==> config.mk <==
export PLATFORM = sky130hd
export DESIGN_NAME = fifo_wr_arbiter
export DESIGN_NICKNAME = d
export VERILOG_FILES = /design/src/rtl/fifo_wr_arbiter_pkg.sv /design/src/rtl/fifo_wr_arbiter_rr_pick.sv /design/src/rtl/fifo_wr_arbiter.sv
export SDC_FILE = /design/constraint.sdc
export NUM_CORES = 1
export LEC_CHECK = 0
export CELL_PAD_IN_SITES_DETAIL_PLACEMENT = 1
export CELL_PAD_IN_SITES_GLOBAL_PLACEMENT = 1
export CORE_ASPECT_RATIO = 1.5
export CORE_MARGIN = 4
export CORE_UTILIZATION = 26
export DETAILED_ROUTE_END_ITERATION = 16
export PLACE_DENSITY = 0.89
export SLEW_MARGIN = 0
export SYNTH_ARGS = -nofsm -noshare
export SYNTH_HDL_FRONTEND = slang
export SYNTH_SLANG_ARGS = --single-unit
==> constraint.sdc <==
create_clock -name i_clk -period 2.6 [get_ports i_clk]
set_input_delay 0.39 -clock i_clk [delete_from_list [all_inputs] [get_ports i_clk]]
set_output_delay 0.39 -clock i_clk [all_outputs]
set_load 0.02 [all_outputs]
==> src/rtl/fifo_wr_arbiter_pkg.sv <==
// Shared types and width helpers for the FIFO write-port arbiter.
package fifo_wr_arbiter_pkg;

    typedef enum logic {
        ST_IDLE  = 1'b0,
        ST_GRANT = 1'b1
    } arb_state_t;

    function automatic int idx_width(input int n);
        return (n < 2) ? 1 : $clog2(n);
    endfunction

    // One spare bit so MAX_BURST itself is representable without wrap.
    function automatic int beat_width(input int max_burst);
        return $clog2(max_burst) + 1;
    endfunction

endpackage

==> src/rtl/fifo_wr_arbiter_rr_pick.sv <==
// Combinational round-robin picker: first set bit of i_req scanning upward from i_last+1, wrapping.
module fifo_wr_arbiter_rr_pick
    import fifo_wr_arbiter_pkg::*;
#(
    parameter int NREQ = 4,
    parameter int IW   = idx_width(NREQ)
) (
    input  logic [NREQ-1:0] i_req,
    input  logic [IW-1:0]   i_last,
    output logic [NREQ-1:0] o_onehot,
    output logic [IW-1:0]   o_idx,
    output logic            o_found
);

    int            w_pos;
    logic [IW-1:0] w_cand;

    always_comb begin
        o_onehot = '0;
        o_idx    = '0;
        o_found  = 1'b0;
        w_pos    = 0;
        w_cand   = '0;
        for (int k = 1; k <= NREQ; k++) begin
            w_pos  = (int'(i_last) + k) % NREQ;
            w_cand = IW'(w_pos);
            if (!o_found && i_req[w_cand]) begin
                o_found  = 1'b1;
                o_idx    = w_cand;
                o_onehot = NREQ'(1) << w_cand;
            end
        end
    end

endmodule

==> src/rtl/fifo_wr_arbiter.sv <==
// Round-robin arbiter sharing one FIFO write port among NREQ valid/ready producers.
// Optional per-requester beat counters are built when FIFO_WR_ARB_STATS_EN is defined.
module fifo_wr_arbiter
    import fifo_wr_arbiter_pkg::*;
#(
    parameter int NREQ      = 4,
    parameter int DW        = 8,
    parameter int MAX_BURST = 4,
    parameter int CW        = 8
) (
    input  logic               i_clk,
    input  logic               i_rst_n,
    input  logic [NREQ-1:0]    i_req_valid,
    input  logic [NREQ*DW-1:0] i_req_data,
    output logic [NREQ-1:0]    o_req_ready,
    input  logic               i_fifo_full,
    output logic               o_fifo_wr_en,
    output logic [DW-1:0]      o_fifo_wr_data,
    output logic [NREQ-1:0]    o_grant,
    output logic               o_busy,
    input  logic               i_stats_clr,
    output logic [NREQ*CW-1:0] o_grant_cnt
);

    // state | meaning
    // IDLE  | no owner; pick next requester round-robin from r_last+1
    // GRANT | r_grant owns the write port until burst end or owner drops valid

    localparam int IW = idx_width(NREQ);
    localparam int BW = beat_width(MAX_BURST);
    localparam logic [BW-1:0] BEAT_LAST = BW'(MAX_BURST - 1);

    if (NREQ < 2 || NREQ > 8) begin : g_bad_nreq
        $error("fifo_wr_arbiter: NREQ must be 2..8");
    end
    if (MAX_BURST < 1 || MAX_BURST > 16) begin : g_bad_burst
        $error("fifo_wr_arbiter: MAX_BURST must be 1..16");
    end

    arb_state_t      r_state;
    arb_state_t      w_state_nxt;
    logic [NREQ-1:0] r_grant;
    logic [NREQ-1:0] w_grant_nxt;
    logic [IW-1:0]   r_last;
    logic [IW-1:0]   w_last_nxt;
    logic [BW-1:0]   r_beat_cnt;
    logic [BW-1:0]   w_beat_nxt;

    logic [NREQ-1:0] w_ready;
    logic            w_transfer;
    logic            w_owner_valid;
    logic [DW-1:0]   w_wr_data;
    logic [NREQ-1:0] w_pick_onehot;
    logic [IW-1:0]   w_pick_idx;
    logic            w_pick_found;

    fifo_wr_arbiter_rr_pick #(
        .NREQ (NREQ),
        .IW   (IW)
    ) u_rr_pick (
        .i_req    (i_req_valid),
        .i_last   (r_last),
        .o_onehot (w_pick_onehot),
        .o_idx    (w_pick_idx),
        .o_found  (w_pick_found)
    );

    // r_grant is zero in reset, so ready/wr_en are inherently low there.
    assign w_ready       = r_grant & {NREQ{~i_fifo_full}};
    assign w_transfer    = |(i_req_valid & w_ready);
    assign w_owner_valid = |(i_req_valid & r_grant);

    always_comb begin
        w_wr_data = '0;
        for (int i = 0; i < NREQ; i++) begin
            if (r_grant[i]) begin
                w_wr_data = w_wr_data | i_req_data[i*DW +: DW];
            end
        end
    end

    always_comb begin
        w_state_nxt = r_state;
        w_grant_nxt = r_grant;
        w_last_nxt  = r_last;
        w_beat_nxt  = r_beat_cnt;
        case (r_state)
            ST_IDLE: begin
                if (w_pick_found) begin
                    w_state_nxt = ST_GRANT;
                    w_grant_nxt = w_pick_onehot;
                    w_last_nxt  = w_pick_idx;
                    w_beat_nxt  = '0;
                end
            end
            ST_GRANT: begin
                // Losing valid releases even under fifo_full, so a stalled FIFO cannot pin an absent owner.
                if (!w_owner_valid) begin
                    w_state_nxt = ST_IDLE;
                    w_grant_nxt = '0;
                    w_beat_nxt  = '0;
                end else if (w_transfer) begin
                    if (r_beat_cnt == BEAT_LAST) begin
                        w_state_nxt = ST_IDLE;
                        w_grant_nxt = '0;
                        w_beat_nxt  = '0;
                    end else begin
                        w_beat_nxt = r_beat_cnt + BW'(1);
                    end
                end
            end
            default: begin
                w_state_nxt = ST_IDLE;
                w_grant_nxt = '0;
                w_beat_nxt  = '0;
            end
        endcase
    end

    always_ff @(posedge i_clk or negedge i_rst_n) begin
        if (!i_rst_n) begin
            r_state    <= ST_IDLE;
            r_grant    <= '0;
            r_last     <= IW'(NREQ - 1);
            r_beat_cnt <= '0;
        end else begin
            r_state    <= w_state_nxt;
            r_grant    <= w_grant_nxt;
            r_last     <= w_last_nxt;
            r_beat_cnt <= w_beat_nxt;
        end
    end

    assign o_req_ready    = w_ready;
    assign o_fifo_wr_en   = w_transfer;
    assign o_fifo_wr_data = w_wr_data;
    assign o_grant        = r_grant;
    assign o_busy         = (r_state == ST_GRANT);

`ifdef FIFO_WR_ARB_STATS_EN
    for (genvar g = 0; g < NREQ; g++) begin : g_stats
        logic [CW-1:0] r_cnt;
        always_ff @(posedge i_clk or negedge i_rst_n) begin
            if (!i_rst_n) begin
                r_cnt <= '0;
            end else if (i_stats_clr) begin
                r_cnt <= '0;
            end else if (i_req_valid[g] && w_ready[g] && (r_cnt != {CW{1'b1}})) begin
                r_cnt <= r_cnt + CW'(1);
            end
        end
        assign o_grant_cnt[g*CW +: CW] = r_cnt;
    end
`else
    logic w_unused_stats_clr;
    assign w_unused_stats_clr = i_stats_clr;
    assign o_grant_cnt        = '0;
`endif

endmodule
==> summary.md, run 1 <==
| Metric | Value |
|---|---|
| Main combinational cell family by area after synthesis | `compound AO/OA/AOI/OAI gates` |
| Quantity of hold-fixing buffers added after cts | `0` |
| Worst hold slack across all endpoints | `0.471 ns` |
| Post-route fraction of the period consumed by the critical path | `0.873` |
| Reg-to-reg critical path endpoint | `o_grant[1]` |
| Summed area of non-filler cells in the final layout | `2100 um2` |
| Std-Cell Core Area | `5570 um2` |
| Final wirelength | `4980 um` |
| Initial core utilization | `0.272` |
| Unrepaired setup endpoints after global routing | `no` |
| Logic pwr share | `0.764` |
| CTS clock-pin slew for the worst setup and hold paths | `0.05 ns` |
| Part of the total power dissipated in the clock network | `0.095` |
| Post-synthesis cell count | `184` |
| Post-synthesis cell area | `1520 um2` |
| Final cell count without fillers | `312` |
| Die width | `70.4 um` |
| Buffers inserted by post-CTS timing repair | `0` |
| Overall power | `2.03 mW` |
| Count of buffers from port buffering | `56` |
| Final setup skew | `0.00494 ns` |
| Root buffer cell | `clkbuf_8` |
| Ratio of routed vias to standard cells | `5.10` |
| Max Clk Rate | `0.441 GHz` |
| Cell family with the largest share of critical-path delay | `buffers and inverters` |
| Highest cell delay on the worst timing path | `0.62 ns` |
| Post-cts gate resize count | `0` |
| Overflow after GRT | `0` |
| Post-synthesis sequential area ratio | `0.167` |
| Worst Max-Slew Pin Slew | `0.576 ns` |
| Fraction of synthesized cell area taken by the top area cell type | `0.183` |
| Hpwl dp | `4190 um` |
| Wire length of the first global-routing pass | `8000 um` |
| Simple logic cell fraction of the synthesized area | `0.154` |
| Final GP Congestion | `0.844` |
| Detailed Route Iter0 Violations | `28` |
| Met3 routed WL | `462 um` |
| Boundary Pins | `90` |
| Critical path required time | `2.21 ns` |
| Critical Path Source Type | `primary input` |
| Int Pwr | `1.05 mW` |
| Sort of element at the end of the critical path | `primary output` |
| CTS tree | `yes` |
| Finished Core Util | `0.377` |
| Top sig layer | `met4` |
| GRT Total Usage | `0.138` |
| Clock Sink Count | `10` |
| Remaining max-slew budget at the tightest pin | `0.616` |
| Die height | `102 um` |
| Fraction of final layout cells sized beyond drive strength 1 | `0.107` |
| Ordered list of cells on the worst path | `clkdlybuf4s50_1 -> a22oi_1 -> a21oi_1 -> clkdlybuf4s50_1` |
| Worst hold-check path type | `primary input to async pin` |
| Wire length per cell | `16.0 um` |
| Std cell rows | `33` |
| Initial antenna violation count | `0` |
| Type of the worst setup path | `primary input to primary output` |
| Met1 Wirelength | `1710 um` |
| Worst-Skew Late Latency | `0.24 ns` |
| Syn-to-layout area delta | `38.5%` |
| Xor/xnor cell area share of the yosys netlist | `0` |
| Arrival @ worst endpoint | `1.88 ns` |
| Vias in the first global route | `1668` |
| Total of fill cells in the finished design | `698` |
| Worst R2R Path Depth | `6` |
| Result of the run | `finished, final reports clean` |
| Max-cap violations | `0` |
| Worst-case register-to-register setup slack | `0.48 ns` |
| Cell variety after synth | `44` |
| Total die area | `7150 um2` |
| FF+latch count, synth | `10` |
| Setup slack of the critical path after layout | `0.331 ns` |
| First drt pass iteration count | `4` |
| Fraction of the mapped netlist area in adder cells | `0.0742` |
| Number of design rule violations left after detail routing | `0` |
| Hold violation total from the final report | `0` |
| Setup TNS | `0 ns` |
| Total vias in the final route | `1590` |
| Leakage power total | `0.897 nW` |
| CTS Buf Count | `3` |
| Placed Instance Area | `2050 um2` |
| Antenna diode instance count | `0` |
| Cell type with the highest aggregate area in the netlist | `buf_4` |
| Largest fanout of any net on the critical path | `4` |
| Origin of the critical flop-to-flop path | `r_last[0]` |
| Power per standard cell area | `964 nW/um2` |
| Pre-CTS worst setup slack | `0.323 ns` |
| # placed instances | `308` |
| Switching share of power | `0.480` |
| Proportion of power drawn by flip-flops and latches | `0.140` |
| Crit path top cell by count | `clkdlybuf4s50_1` |
| Yosys warning total | `0` |
| Antenna Violating Nets Remaining | `0` |
| Post-synthesis mux area share | `0.0808` |
| Number of logic stages on the critical path including buffering | `4` |
| Crit path buffers/inverters | `2` |
| Worst VDD drop | `0.000279 V` |
| Net total in the final layout | `292` |
| H-tree depth | `1` |
| Most common cell after layout, fill and taps aside | `clkdlybuf4s50_1` |
| Net Switching | `0.973 mW` |
| Slowest cell on crit path | `clkdlybuf4s50_1` |
| Pin count of the biggest net entering global routing | `25` |
| Leading cell types in the layout, fill and taps excluded | `clkdlybuf4s50_1, conb_1, a22oi_1, nand2_1, buf_4` |
| Final worst path period need | `2.27 ns` |
| Met2 Wirelength | `2580 um` |
| Setup violation total in the final timing report | `0` |
| Top cells by area in the synthesized netlist | `buf_4, dfrtp_1, a22oi_1` |
| Avg Inst Size Synth | `8.25 um2` |
| Number of buffers on the longest clock path | `2` |
| Final-report max-slew violation count | `0` |
| Compound-gate portion of the synthesized area | `0.298` |
## worst max-delay path by stage
stage                     slack [ns]            from            to
after detailed placement        0.32  i_req_valid[3]  o_fifo_wr_en
after global placement          0.34  i_req_valid[3]  o_fifo_wr_en
final                           0.33  i_req_valid[3]  o_fifo_wr_en
after floorplan                 0.37       r_last[0]    o_grant[0]
after global routing            0.25      o_grant[0]  o_fifo_wr_en
after CTS                       0.32  i_req_valid[3]  o_fifo_wr_en
## state kept, by name, summed over array words and instances, names as in the netlist
register and count:
r_beat_cnt 3, r_last 2, o_grant 4, o_busy 1
## Yosys cell counts (all sizes together)
cell type and number:
buf 40, a22oi 18, nand2 15, ha 9
dfrtp 8, nand2b 8, o211ai 8, o22ai 8
nor2b 6, a21oi 5, clkbuf 5, o21ai 5
a211oi 4, inv 4, mux2i 4, nand3 4
mux2 3, o21bai 3, or3b 3, a21boi 2
a22o 2, dfstp 2, mux4 2, nand3b 2
o21a 2, o221ai 2, a21o 1, a221oi 1
a31oi 1, a41oi 1, and2 1, conb 1
nor2 1, nor3 1, nor3b 1, nor4 1
## power groups by stage
stage / Sequential [mW] / Clock (mW) / Combinational [mW]
after floorplan: 0.305 / 0 / 1.02
after global placement: 0.284 / 0 / 1.49
after detailed placement: 0.288 / 0 / 1.55
after CTS: 0.286 / 0.193 / 1.55
after global routing: 0.294 / 0.199 / 1.69
final: 0.285 / 0.193 / 1.55
## worst reg2reg max path, cell delays in order (launching register included)
cell	delay, ns
dfstp_2	0.52
inv_1	0.12
ha_1	0.39
buf_4	0.18
mux4_2	0.40
a211oi_1	0.26
o211ai_1	0.13
## metal layers
metal  vias to the layer above  global-route usage
li1                        730                   -
met1                       752               0.126
met2                        93               0.269
met3                        15              0.0367
met4                         0              0.0767
met5                         -                   0
## final cells by class
cell class                 count  area (um2)  share of cell area
tap                           70        87.6              0.0417
timing repair buffer          68         651               0.310
multi-input combinational    156        1040               0.495
sequential                    10         253               0.120
inverter                       4        15.0             0.00714
clock buffer                   4        55.1              0.0262
## kinds of logic (layout without fill, tap and decap cells)
group                    after synthesis  after routing
AO/OA/AOI/OAI                         63             63
buffers and inverters                 49             76
AND/OR/NAND/NOR                       43             43
flip-flops                            10             10
adder cells (fa/ha/maj)                9              9
multiplexers                           9              9
other                                  1             32
Power figures use the tool's default switching activity.
==> run 2: changes to the inputs <==
--- a/config.mk
+++ b/config.mk
@@ -5,6 +5,7 @@
 export SDC_FILE = /design/constraint.sdc
 export NUM_CORES = 1
 export LEC_CHECK = 0
+export ABC_AREA = 0
 export CELL_PAD_IN_SITES_DETAIL_PLACEMENT = 1
 export CELL_PAD_IN_SITES_GLOBAL_PLACEMENT = 1
 export CORE_ASPECT_RATIO = 1.5
==> results of run 2 <==
The final DEF is identical to that of run 1; final timing and power are the same.
==> run 3: changes to the inputs <==
--- a/config.mk
+++ b/config.mk
@@ -5,13 +5,13 @@
 export SDC_FILE = /design/constraint.sdc
 export NUM_CORES = 1
 export LEC_CHECK = 0
-export ABC_AREA = 0
 export CELL_PAD_IN_SITES_DETAIL_PLACEMENT = 1
 export CELL_PAD_IN_SITES_GLOBAL_PLACEMENT = 1
 export CORE_ASPECT_RATIO = 1.5
 export CORE_MARGIN = 4
 export CORE_UTILIZATION = 26
 export DETAILED_ROUTE_END_ITERATION = 16
+export MAX_ROUTING_LAYER = met4
 export PLACE_DENSITY = 0.89
 export SLEW_MARGIN = 0
 export SYNTH_ARGS = -nofsm -noshare
==> run 3 against run 2 <==
  * Via count did not move
  * Die area did not move
  * Sequential share of layout area did not move
  * Critical path depth did not move
  * Combinational power barely moved
  * Hold slack improved by 0.0032 ns
  * Maximum frequency fell by 0.16%
  * Core utilization did not move
  * First-iteration DRC count rose by 21%
==> summary.md, run 3 (same netlist as run 1, synthesis figures left out) <==
| Metric | Value |
|---|---|
| Final setup skew | `0.00454 ns (-0.000403 ns)` |
| Overflow after GRT | `0 (unchanged)` |
| Max Clk Rate | `0.440 GHz (-0.16%)` |
| Sort of element at the end of the critical path | `primary output` |
| Part of the total power dissipated in the clock network | `0.094 (about the same)` |
| Total die area | `7150 um2 (unchanged)` |
| Setup violation total in the final timing report | `0 (unchanged)` |
| Max-cap violations | `0 (unchanged)` |
| Critical path endpoint | `o_fifo_wr_en` |
| Worst-Skew Late Latency | `0.23 ns (about the same)` |
| Boundary Pins | `90 (unchanged)` |
| Timing startpoint of the critical path | `i_req_valid[1]` |
| Final GP Congestion | `0.857 (+1.6%)` |
| Total vias in the final route | `1590 (unchanged)` |
| Post-cts gate resize count | `0 (unchanged)` |
| Ordered list of cells on the worst path | `clkdlybuf4s50_1 -> a22oi_1 -> a21oi_1 -> clkdlybuf4s50_1` |
| Net total in the final layout | `292 (unchanged)` |
| Std-Cell Core Area | `5570 um2 (unchanged)` |
| Result of the run | `finished, final reports clean` |
| Reg-to-reg critical path endpoint | `o_grant[1]` |
| Number of design rule violations left after detail routing | `0 (unchanged)` |
| Largest fanout of any net on the critical path | `3 (-1)` |
| Overall power | `2.02 mW (-0.17%)` |
| Proportion of power drawn by flip-flops and latches | `0.141 (about the same)` |
| Number of logic stages on the critical path including buffering | `4 (unchanged)` |
| Crit path top cell by count | `clkdlybuf4s50_1` |
| Setup TNS | `0 ns (unchanged)` |
| Worst hold-check path type | `primary input to async pin` |
| Pre-CTS worst setup slack | `0.323 ns (unchanged)` |
| Power per standard cell area | `962 nW/um2 (-0.17%)` |
| Clock Sink Count | `10 (unchanged)` |
| Unrepaired setup endpoints after global routing | `no` |
| Critical Path Source Type | `primary input` |
| Arrival @ worst endpoint | `1.88 ns (about the same)` |
| Origin of the critical flop-to-flop path | `r_last[0]` |
| Switching share of power | `0.480 (-0.000754)` |
| Total of fill cells in the finished design | `698 (unchanged)` |
| Cell family with the largest share of critical-path delay | `buffers and inverters` |
| Number of buffers on the longest clock path | `2 (unchanged)` |
| Critical path required time | `2.21 ns (about the same)` |
| Worst R2R Path Depth | `6 (unchanged)` |
| Slowest cell on crit path | `clkdlybuf4s50_1` |
| Worst VDD drop | `0.000280 V (about the same)` |
| Buffers inserted by post-CTS timing repair | `0 (unchanged)` |
| Type of the worst setup path | `primary input to primary output` |
| Flip-flop and latch area | `253 um2 (unchanged)` |
| GRT Total Usage | `0.142 (+0.00439)` |
| Detailed Route Iter0 Violations | `34 (+21%)` |
| Setup slack of the critical path after layout | `0.327 ns (-0.00353 ns)` |
| Antenna Violating Nets Remaining | `0 (unchanged)` |
| Count of buffers from port buffering | `56 (unchanged)` |
| H-tree depth | `1 (unchanged)` |
| Most common cell after layout, fill and taps aside | `clkdlybuf4s50_1` |
| Std cell rows | `33 (unchanged)` |
| Net Switching | `0.970 mW (-0.32%)` |
| Initial antenna violation count | `0 (unchanged)` |
| Leading cell types in the layout, fill and taps excluded | `clkdlybuf4s50_1, conb_1, a22oi_1, nand2_1, buf_4` |
| Wire length per cell | `15.9 um (-0.22%)` |
| Initial core utilization | `0.272 (unchanged)` |
| Final wirelength | `4970 um (-0.22%)` |
| Logic pwr share | `0.765 (about the same)` |
| Post-route fraction of the period consumed by the critical path | `0.874 (+0.00136)` |
| Int Pwr | `1.05 mW (about the same)` |
| Pin count of the biggest net entering global routing | `25 (unchanged)` |
| Antenna diode instance count | `0 (unchanged)` |
| Area taken by multi-input logic gates | `1040 um2 (unchanged)` |
| Highest cell delay on the worst timing path | `0.56 ns (-0.06 ns)` |
| Remaining max-slew budget at the tightest pin | `0.616 (about the same)` |
| CTS tree | `yes` |
| First drt pass iteration count | `4 (unchanged)` |
| Syn-to-layout area delta | `38.5% (unchanged)` |
| Quantity of hold-fixing buffers added after cts | `0 (unchanged)` |
| Leakage power total | `0.897 nW (unchanged)` |
| Hpwl dp | `4190 um (unchanged)` |
| Flip-flop count of the largest register, all copies and words added | `4 (unchanged)` |
| Worst-case register-to-register setup slack | `0.49 ns (about the same)` |
| Die height | `102 um (unchanged)` |
| Fraction of final layout cells sized beyond drive strength 1 | `0.107 (unchanged)` |
| Hold violation total from the final report | `0 (unchanged)` |
| Ratio of routed vias to standard cells | `5.10 (unchanged)` |
| CTS Buf Count | `3 (unchanged)` |
| Final-report max-slew violation count | `0 (unchanged)` |
| Worst Max-Slew Pin Slew | `0.576 ns (-0.0000765 ns)` |
| Crit path buffers/inverters | `2 (unchanged)` |
| Die width | `70.4 um (unchanged)` |
| Root buffer cell | `clkbuf_8` |
| Final worst path period need | `2.27 ns (+0.00353 ns)` |
| Vias in the first global route | `1665 (-0.18%)` |
| Wire length of the first global-routing pass | `8020 um (+0.16%)` |
| CTS clock-pin slew for the worst setup and hold paths | `0.05 ns (about the same)` |
-- run 3: metal layers --
metal / up-vias / GRT usage / share of wire
li1: 730 / - / -
met1: 755 / 0.127 / 0.34
met2: 92 / 0.269 / 0.52
met3: 13 / 0.0367 / 0.092
met4: 0 / 0.0767 / 0.043
met5: - / - / 0
-- run 3: area by class of cell --
class                   count  share of cell area
clock buffers               4              0.0262
inverters                   4             0.00714
multi-input cells         156               0.495
flip-flops and latches     10               0.120
well taps                  70              0.0417
repair buffers             68               0.310
-- run 3: worst min path at each step --
stage	end	startpoint	cells past startpoint	slack, ns
finish	o_grant[3]	i_rst_n	1	0.47
global route	o_grant[3]	i_rst_n	1	0.52
CTS	o_grant[3]	i_rst_n	1	0.49
detailed placement	o_busy	o_busy	1	0.48
global placement	o_busy	o_busy	1	0.47
floorplan	o_busy	i_rst_n	0	0.09
-- run 3: power groups by stage --
stage | Clock [mW] | Combinational, mW | Sequential, mW
finish | 0.190 | 1.55 | 0.285
global route | 0.199 | 1.69 | 0.294
CTS | 0.193 | 1.55 | 0.286
detailed placement | 0 | 1.55 | 0.288
global placement | 0 | 1.49 | 0.284
floorplan | 0 | 1.02 | 0.305
-- run 3: through the flow --
step                       util  instances  hold WS (ns)  area, um2
after global routing      0.377        312         0.518       2100
after global placement    0.367        308         0.465       2050
final                     0.377        312         0.474       2100
after detailed placement  0.367        308         0.482       2050
after CTS                 0.377        312         0.488       2100
after floorplan               -        215        0.0944       1630
